===== src/rtl/pipe_pkg.sv =====
// Shared definitions for the fetch/decode pipeline buffers: default sizes,
// the NOP instruction word and the fetch bundle layout.
package pipe_pkg;

    localparam int PC_SIZE_DEF   = 18;
    localparam int DATA_SIZE_DEF = 32;
    localparam int LANES_DEF     = 2;
    localparam int CNT_W_DEF     = 16;

    localparam logic [31:0] NOP_IR = 32'h0;

    // Field order matches the flat packing used inside if_id_pipe_buf.
    typedef struct packed {
        logic [PC_SIZE_DEF-1:0]           pc;
        logic [LANES_DEF*DATA_SIZE_DEF-1:0] ir;
        logic [LANES_DEF-1:0]             lane_valid;
    } bundle_t;

    function automatic int bundle_width(input int pc_size, input int data_size, input int lanes);
        return pc_size + lanes * (data_size + 1);
    endfunction

endpackage


===== src/rtl/pipe_skid_buf.sv =====
// Generic 2-entry valid/ready buffer with flush. in_ready depends only on
// registered occupancy, so the producer never waits combinationally on the consumer.
module pipe_skid_buf #(
    parameter int WIDTH = 8
) (
    input  logic             clk,
    input  logic             rst,
    input  logic             flush,
    input  logic             in_valid,
    output logic             in_ready,
    input  logic [WIDTH-1:0] in_data,
    output logic             out_valid,
    input  logic             out_ready,
    output logic [WIDTH-1:0] out_data,
    output logic [1:0]       occupancy
);

    logic [WIDTH-1:0] mem [2];
    logic             head;
    logic [1:0]       count;
    logic             tail;
    logic             push;
    logic             pop;

    assign in_ready  = (count != 2'd2) && rst;
    assign out_valid = (count != 2'd0);
    assign push      = in_valid && in_ready && !flush;
    assign pop       = out_valid && out_ready && !flush;
    assign tail      = head ^ count[0];
    assign out_data  = mem[head];
    assign occupancy = count;

    // Flush and reset both empty the buffer; head restarts at slot 0.
    always_ff @(posedge clk) begin
        if (!rst) begin
            head  <= 1'b0;
            count <= 2'd0;
        end else if (flush) begin
            head  <= 1'b0;
            count <= 2'd0;
        end else begin
            if (pop)
                head <= ~head;
            count <= count + {1'b0, push} - {1'b0, pop};
        end
    end

    always_ff @(posedge clk) begin
        if (push)
            mem[tail] <= in_data;
    end

endmodule


===== src/rtl/if_id_pipe_buf.sv =====
// IF/ID stage register: buffers multi-lane fetch bundles in a 2-entry skid
// buffer, presents a NOP bundle when empty and counts decode stall cycles.
module if_id_pipe_buf
    import pipe_pkg::*;
#(
    parameter int PC_SIZE   = PC_SIZE_DEF,
    parameter int DATA_SIZE = DATA_SIZE_DEF,
    parameter int LANES     = LANES_DEF,
    parameter int CNT_W     = CNT_W_DEF
) (
    input  logic                       clk,
    input  logic                       rst,
    input  logic                       flush,
    input  logic                       in_valid,
    output logic                       in_ready,
    input  logic [PC_SIZE-1:0]         in_pc,
    input  logic [LANES*DATA_SIZE-1:0] in_ir,
    input  logic [LANES-1:0]           in_lane_valid,
    output logic                       out_valid,
    input  logic                       out_ready,
    output logic [PC_SIZE-1:0]         out_pc,
    output logic [LANES*DATA_SIZE-1:0] out_ir,
    output logic [LANES-1:0]           out_lane_valid,
    output logic [1:0]                 occupancy,
    output logic [CNT_W-1:0]           stall_cnt
);

    localparam int WIDTH = bundle_width(PC_SIZE, DATA_SIZE, LANES);

    logic [WIDTH-1:0] in_data;
    logic [WIDTH-1:0] head_data;
    logic             buf_valid;

    assign in_data = {in_pc, in_ir, in_lane_valid};

    pipe_skid_buf #(
        .WIDTH(WIDTH)
    ) u_skid (
        .clk      (clk),
        .rst      (rst),
        .flush    (flush),
        .in_valid (in_valid),
        .in_ready (in_ready),
        .in_data  (in_data),
        .out_valid(buf_valid),
        .out_ready(out_ready),
        .out_data (head_data),
        .occupancy(occupancy)
    );

    assign out_valid = buf_valid;

    // An empty buffer shows a NOP bundle instead of whatever the slot last held.
    always_comb begin
        out_pc         = '0;
        out_ir         = {LANES{DATA_SIZE'(NOP_IR)}};
        out_lane_valid = '0;
        if (buf_valid) begin
            out_pc         = head_data[WIDTH-1 -: PC_SIZE];
            out_ir         = head_data[LANES +: LANES*DATA_SIZE];
            out_lane_valid = head_data[LANES-1:0];
        end
    end

    // Stall cycles keep counting through a flush; only reset clears them.
    always_ff @(posedge clk) begin
        if (!rst)
            stall_cnt <= '0;
        else if (buf_valid && !out_ready && (stall_cnt != {CNT_W{1'b1}}))
            stall_cnt <= stall_cnt + CNT_W'(1);
    end

endmodule

===== config.mk =====
export PLATFORM = sky130hd
export DESIGN_NAME = if_id_pipe_buf
export DESIGN_NICKNAME = d
export VERILOG_FILES = /design/src/rtl/pipe_pkg.sv /design/src/rtl/pipe_skid_buf.sv /design/src/rtl/if_id_pipe_buf.sv
export SDC_FILE = /design/constraint.sdc
export NUM_CORES = 1
export LEC_CHECK = 0
export CAP_MARGIN = 20
export CELL_PAD_IN_SITES_DETAIL_PLACEMENT = 0
export CELL_PAD_IN_SITES_GLOBAL_PLACEMENT = 1
export CORE_UTILIZATION = 35
export CTS_CLUSTER_DIAMETER = 200
export DETAILED_ROUTE_END_ITERATION = 16
export GPL_TIMING_DRIVEN = 0
export PLACE_DENSITY_LB_ADDON = 0.2
export SETUP_SLACK_MARGIN = 0.5
export SLEW_MARGIN = 20
export SYNTH_ARGS = -nofsm -noshare
export SYNTH_HDL_FRONTEND = slang
export SYNTH_SLANG_ARGS = --single-unit

===== constraint.sdc =====
create_clock -name clk -period 6.4 [get_ports clk]
set_input_delay 1.28 -clock clk [delete_from_list [all_inputs] [get_ports clk]]
set_output_delay 1.28 -clock clk [all_outputs]
set_load 0.02 [all_outputs]

==> flow_summary_export.csv, run 1 <==
group,metric,value,unit
power_and_ir_drop,fin_total_pwr,2.499,mW
layout,areaGrowthSynthToFinish,41.71,%
placed_design,place_congestion,0.8078,
clock_network,insertion_delay,0.42,ns
power_and_ir_drop,p_leak,3.275,nW
worst_setup_path,worst-endpoint-arrival,3.16,ns
yosys,synth_edf_count,168,
detailed_routing,drc,0,
detailed_routing,num_vias,4526,
worst_setup_path,path_class,"in -> out",
global_route,grt_max_degree,22,
detailed_routing,routed_wl,16220,um
global_route,overflow,0,
floorplan,core_region_area,0.02036,mm2
timing,hold_viol_final,0,
yosys,async_flop_share,0,
timing,hold_ws,0.5198,ns
layout,fill_cells,1768,
timing,rsz0062_at_grt,"no",
yosys,synth_cell_types,33,
clock_network,clock-root-buffer,"clkbuf_16",
placed_design,placed_area,0.009806,mm2
outcome,status,"completed",
yosys,yosys.area.top_type,"edfxtp_1",
detailed_routing,ant_nets,0,
timing,period_minus_slack,4.439,ns
run,maxCapViolCount,0,
detailed_routing,via_per_inst,4.604,
yosys,ys_warn_count,0,
yosys,synth_adder_area_share,0.005134,
global_route,antenna_found_initial,0,
yosys,synth_xor_area_frac,0.005990,
floorplan,die_y,146.5,um
layout,layout.nets,792,
detailed_routing,firstDrtPassIters,6,
yosys,yosysMostFrequentCell,"edfxtp_1",
layout,drive_gt1_frac,0.06732,
floorplan,pin_count,193,
yosys,synthMuxAreaShare,0.1177,
placed_design,port_buffers,192,
clock_network,cts_max_path_buffers,2,
yosys,synth_top_family_by_area,"multiplexers",
worst_setup_path,start_kind,"input port",
floorplan,die-area,0.02147,mm2
yosys,synth_top_area_share,0.6901,
timing,worstMarginPinSlew,0.8185,ns
detailed_routing,drt_iter0_markers,149,
clock_network,clk_pin_slew_worst_paths,0.07,ns
global_route,grt_pass1_vias,4770,
worst_setup_path,end_kind,"output pin",
timing,drv_slew,0,
clock_network,cts.repair.resized,0,
yosys,ys_ff_latch,188,
detailed_routing,drt-wirelength-per-cell,16.50,um
clock_network,numClockSinks,188,
yosys,synth.area.top_cells,"edfxtp_1 (69%), mux2i_1 (12%), dfxtp_1 (5.5%)",
timing,fin_skew,0.007926,ns
global_route,grt_util_all_layers,0.1566,
clock_network,post_cts_buffers,0,
timing,layout_worst_path_cycle_share,0.6936,
timing,fmaxAchievable,225.3,MHz
yosys,seq_area_frac_synth,0.7448,
yosys,synthTopCellsByCount,"edfxtp_1 (168), nor2_1 (94), mux2i_1 (86), dfxtp_1 (20), a21oi_1 (12)",
floorplan,rows,52,
global_route,grt_pass1_wl,25550,um
worst_hold_path,hold_class,"reg -> reg",
worst_setup_path,cp_max_fo,10,
placed_design,dp_hpwl,11700,um
yosys,synth_ff_type,"edfxtp_1",
worst_setup_path,critPathRequiredTime,5.12,ns
clock_network,cts_tree,"done",
layout,diodes,0,
yosys,synth_area,0.007311,mm2
yosys,synthSimpleGateAreaFrac,0.08506,
timing,relSlewSlack,0.4543,
yosys,synth_nets,573,
clock_network,cts_max_level,4,
timing,finalSetupViolCount,0,
yosys,synth_area_per_cell,15.20,um2
yosys,synth-compound-area-share,0.02430,
clock_network,numCtsBuffers,17,
power_and_ir_drop,ir_worst_vdd,0.1766,mV
floorplan,initial_core_util,0.3590,
clock_network,cts_hold_buf,0,
yosys,synthCells,481,
layout,final_area,0.01036,mm2
power_and_ir_drop,p_per_area,241.2,mW/mm2
floorplan,die_w,146.5,um
[layout make-up]
class                           instances  area (um2)  area share
Sequential cell                       188        5445      0.5256
Timing Repair Buffer                  200        2142      0.2068
Multi-Input combinational cell        262        1757      0.1696
Clock buffer                           17       425.4     0.04106
Tap cell                              270       337.8     0.03261
Clock inverter                         15       128.9     0.01244
Buffer                                 23       93.84    0.009058
Inverter                                8       30.03    0.002899
[power by group]
group          total, mW  switching, mW  internal, mW  leakage, nW
sequential          1.36        0.00485          1.36         1.69
combinational      0.154         0.0686        0.0859         1.32
clock              0.982          0.471         0.512        0.272
[final timing paths]
path	startpoint	endpoint	slack [ns]	depth (start not counted)
max reg2reg	u_skid.occupancy[0]	u_skid.mem[1][23]	3.98	8
max	rst	in_ready	1.96	5
min	stall_cnt[8]	stall_cnt[8]	0.52	2
min reg2reg	stall_cnt[8]	stall_cnt[8]	0.52	2
[critical path: stages]
cell             delay, ns
clkdlybuf4s50_1       0.59
inv_1                 0.18
clkbuf_1              0.29
a21oi_1               0.20
clkdlybuf4s50_1       0.62
[cells in the final DEF (no fill, tap or decap), types with 3 or more instances in the layout]
cell type / synthesis / layout
buf_16: 0 / 8
buf_2: 6 / 6
or3_1: 5 / 5
nand4_1: 5 / 5
nand2_1: 8 / 8
dfxtp_1: 20 / 20
mux2i_1: 86 / 86
clkdlybuf4s50_1: 0 / 192
clkbuf_1: 10 / 10
ha_1: 3 / 3
nor2_1: 94 / 93
xor2_1: 3 / 3
clkbuf_16: 0 / 17
and3_1: 3 / 3
o21ai_0: 6 / 6
a21oi_1: 12 / 12
or4_1: 7 / 7
clkinv_4: 0 / 4
inv_1: 8 / 8
edfxtp_1: 168 / 168
buf_1: 7 / 7
inv_8: 0 / 5
nand3_1: 6 / 6
o31ai_1: 6 / 6
[per-layer routing]
metal	up-vias	track usage	wire length, um
li1	2231	-	-
met1	2164	0.1908	7181
met2	121	0.2662	8006
met3	10	0.04938	883
met4	0	0.04427	153
met5	-	0	0
[stage by stage]
stage / std cells / setup TNS, ns / util / setup WS, ns
6_report: 983 / 0 / 0.5087 / 1.961
5_1_grt: 983 / 0 / 0.5087 / 1.759
4_1_cts: 983 / 0 / 0.5087 / 1.902
3_5_place_dp: 951 / 0 / 0.4815 / 1.951
3_3_place_gp: 943 / -401.87 / 0.4700 / -2.540
2_1_floorplan: 481 / 0 / - / 0.5510
[state kept, by name, indices dropped and copies added, names as in the netlist, named ones only]
register,cells
stall_cnt,16
u_skid.mem,168
u_skid.head,1
u_skid.occupancy,2
[logic make-up (layout without fill, tap and decap cells)]
| family | count (synthesis) | after routing |
|---|---|---|
| AO/OA/AOI/OAI | 29 | 29 |
| multiplexers | 86 | 86 |
| AND/OR/NAND/NOR | 139 | 139 |
| flip-flops | 188 | 188 |
| adder cells (fa/ha/maj) | 3 | 3 |
| buffers and inverters | 31 | 263 |
| XOR/XNOR | 5 | 5 |
(Power assumes the default switching activity.)
==> run 2, diff against run 1 <==
==> constraint.sdc (replaced) <==
create_clock -name clk -period 4.34 [get_ports clk]
set_input_delay 0.868 -clock clk [delete_from_list [all_inputs] [get_ports clk]]
set_output_delay 0.868 -clock clk [all_outputs]
set_load 0.02 [all_outputs]
==> run 2 against run 1 <==
Compared with the run above: combinational power up 45%; power is 50% higher; count of clock-buffer cells in the layout increased by 2; routed wire length fell by 0.27%; flip-flop and latch count unchanged; non-clock buffer count shrank 2; critical path depth stayed put; final area fell by 0.64%; sequential share of layout area is 0.34 points higher; global-route usage barely moved; critical path type unchanged; first-iteration DRC count increased by 23%; clock skew rose by 0.0017 ns.
==> flow_summary_export.csv, run 2 (same netlist as run 1, synthesis figures left out) <==
group,metric,value,unit
outcome,status,"completed",
run,maxCapViolCount,0,
clock_network,cts_max_path_buffers,2,
global_route,grt_max_degree,26,
layout,diodes,0,
floorplan,pin_count,193,
global_route,antenna_found_initial,0,
worst_hold_path,holdCritStartpoint,"stall_cnt[8]",
layout,top_register,"u_skid.mem",
placed_design,place_congestion,0.8298,
floorplan,die-area,0.02147,mm2
global_route,grt_util_all_layers,0.1565,
timing,worstMarginPinSlew,0.7599,ns
clock_network,cts_hold_buf,0,
clock_network,numClockSinks,188,
power_and_ir_drop,fin_total_pwr,3.742,mW
floorplan,initial_core_util,0.3590,
worst_setup_path,r2r_slack,2.09,ns
layout,final_cell_mix,"clkdlybuf4s50_1 (192), edfxtp_1 (168), nor2_1 (93)",
detailed_routing,drt_iter0_markers,184,
layout,mostFrequentLayoutCell,"clkdlybuf4s50_1",
layout,areaGrowthSynthToFinish,40.80,%
clock_network,insertion_delay,0.42,ns
layout,largest_reg_flops,168,
worst_hold_path,hold_class,"reg -> reg",
detailed_routing,ant_nets,0,
worst_setup_path,timing.rr.start,"u_skid.occupancy[0]",
timing,period_minus_slack,3.614,ns
timing,relSlewSlack,0.4887,
layout,final_util,0.5055,
power_and_ir_drop,ir_worst_vdd,0.2724,mV
timing,fin_skew,0.009600,ns
placed_design,dp_hpwl,11350,um
floorplan,core_region_area,0.02036,mm2
global_route,grt_pass1_wl,25610,um
timing,rsz0062_at_grt,"no",
timing,layout_worst_path_cycle_share,0.8327,
clock_network,clk_pin_slew_worst_paths,0.06,ns
detailed_routing,drt-wirelength-per-cell,16.51,um
detailed_routing,num_vias,4562,
clock_network,clock-root-buffer,"clkbuf_16",
worst_setup_path,end_kind,"output pin",
worst_setup_path,cp_max_fo,10,
floorplan,die_y,146.5,um
worst_setup_path,path_class,"in -> out",
clock_network,numCtsBuffers,17,
layout,drive_gt1_frac,0.06761,
worst_setup_path,critPathRequiredTime,3.47,ns
worst_setup_path,reg2regPathDepth,6,
worst_setup_path,start_kind,"input port",
timing,fmaxAchievable,276.7,MHz
clock_network,cts_tree,"done",
power_and_ir_drop,p_per_area,363.6,mW/mm2
floorplan,die_w,146.5,um
detailed_routing,drc,0,
placed_design,placed_area,0.009721,mm2
detailed_routing,firstDrtPassIters,4,
floorplan,rows,52,
layout,layout.nets,790,
worst_setup_path,worst_r2r_endpoint,"u_skid.mem[0][1]",
timing,finalSetupViolCount,0,
worst_hold_path,holdPathEnd,"stall_cnt[8]",
placed_design,port_buffers,192,
detailed_routing,via_per_inst,4.655,
layout,final_area,0.01029,mm2
global_route,overflow,0,
worst_hold_path,hold_depth,2,
global_route,grt_pass1_vias,4757,
power_and_ir_drop,p_leak,3.246,nW
timing,hold_viol_final,0,
timing,drv_slew,0,
clock_network,cts_max_level,4,
detailed_routing,routed_wl,16180,um
worst_setup_path,worst-endpoint-arrival,2.75,ns
run 2: critical path, stage by stage:
cell and delay (ns):
clkdlybuf4s50_1 0.60, inv_1 0.19, clkbuf_1 0.28, a21oi_1 0.18, clkdlybuf4s50_1 0.63
run 2: how the worst max path moves through the flow:
stage,endpoint,start,cells after the start,slack (ns)
6_report,in_ready,rst,5,0.73
5_1_grt,in_ready,rst,5,0.54
2_1_floorplan,u_skid.mem[1][0],rst,4,0.50
4_1_cts,out_ir[36],flip-flop,6,0.60
3_5_place_dp,in_ready,rst,5,0.71
3_3_place_gp,u_skid.mem[1][7],rst,5,-1.60
run 2: metrics by stage:
stage,setup WS [ns],hold WS [ns],std cells,setup TNS (ns)
5_1_grt,0.5388,0.5724,980,0
6_report,0.7260,0.5286,980,0
2_1_floorplan,0.4993,0.5151,481,0
4_1_cts,0.5958,0.5289,980,0
3_3_place_gp,-1.603,0.5071,943,-267.77
3_5_place_dp,0.7101,0.5190,949,0
run 2: report_power, final:
part           internal, mW  switching [mW]  leakage, nW
clock network         0.852           0.658        0.271
registers              2.00         0.00720         1.69
logic                 0.123           0.101         1.29
total                  2.98           0.766         3.25
run 2: timing repair:
| action | in CTS | in global routing |
|---|---|---|
| endpoints found under the setup margin | 15 | 6 |
| buffers inserted | 0 | 0 |
| resized for setup | 2 | 2 |
run 2: layout make-up:
class | instances | area [um2]
Clock buffer | 19 | 432.9
Fill cell | 1768 | 10070
Clock inverter | 12 | 136.4
Multi-Input combinational cell | 262 | 1757
Timing Repair Buffer | 198 | 2057
Sequential cell | 188 | 5445
Inverter | 8 | 30.03
Buffer | 23 | 97.59
Tap cell | 270 | 337.8
run 2: per-layer routing:
metal | vias to the layer above | part of all wire | GRT usage
met5 | - | 0 | 0
li1 | 2213 | - | -
met2 | 130 | 0.48 | 0.2560
met4 | 0 | 0.011 | 0.04844
met3 | 11 | 0.058 | 0.04719
met1 | 2208 | 0.45 | 0.1992
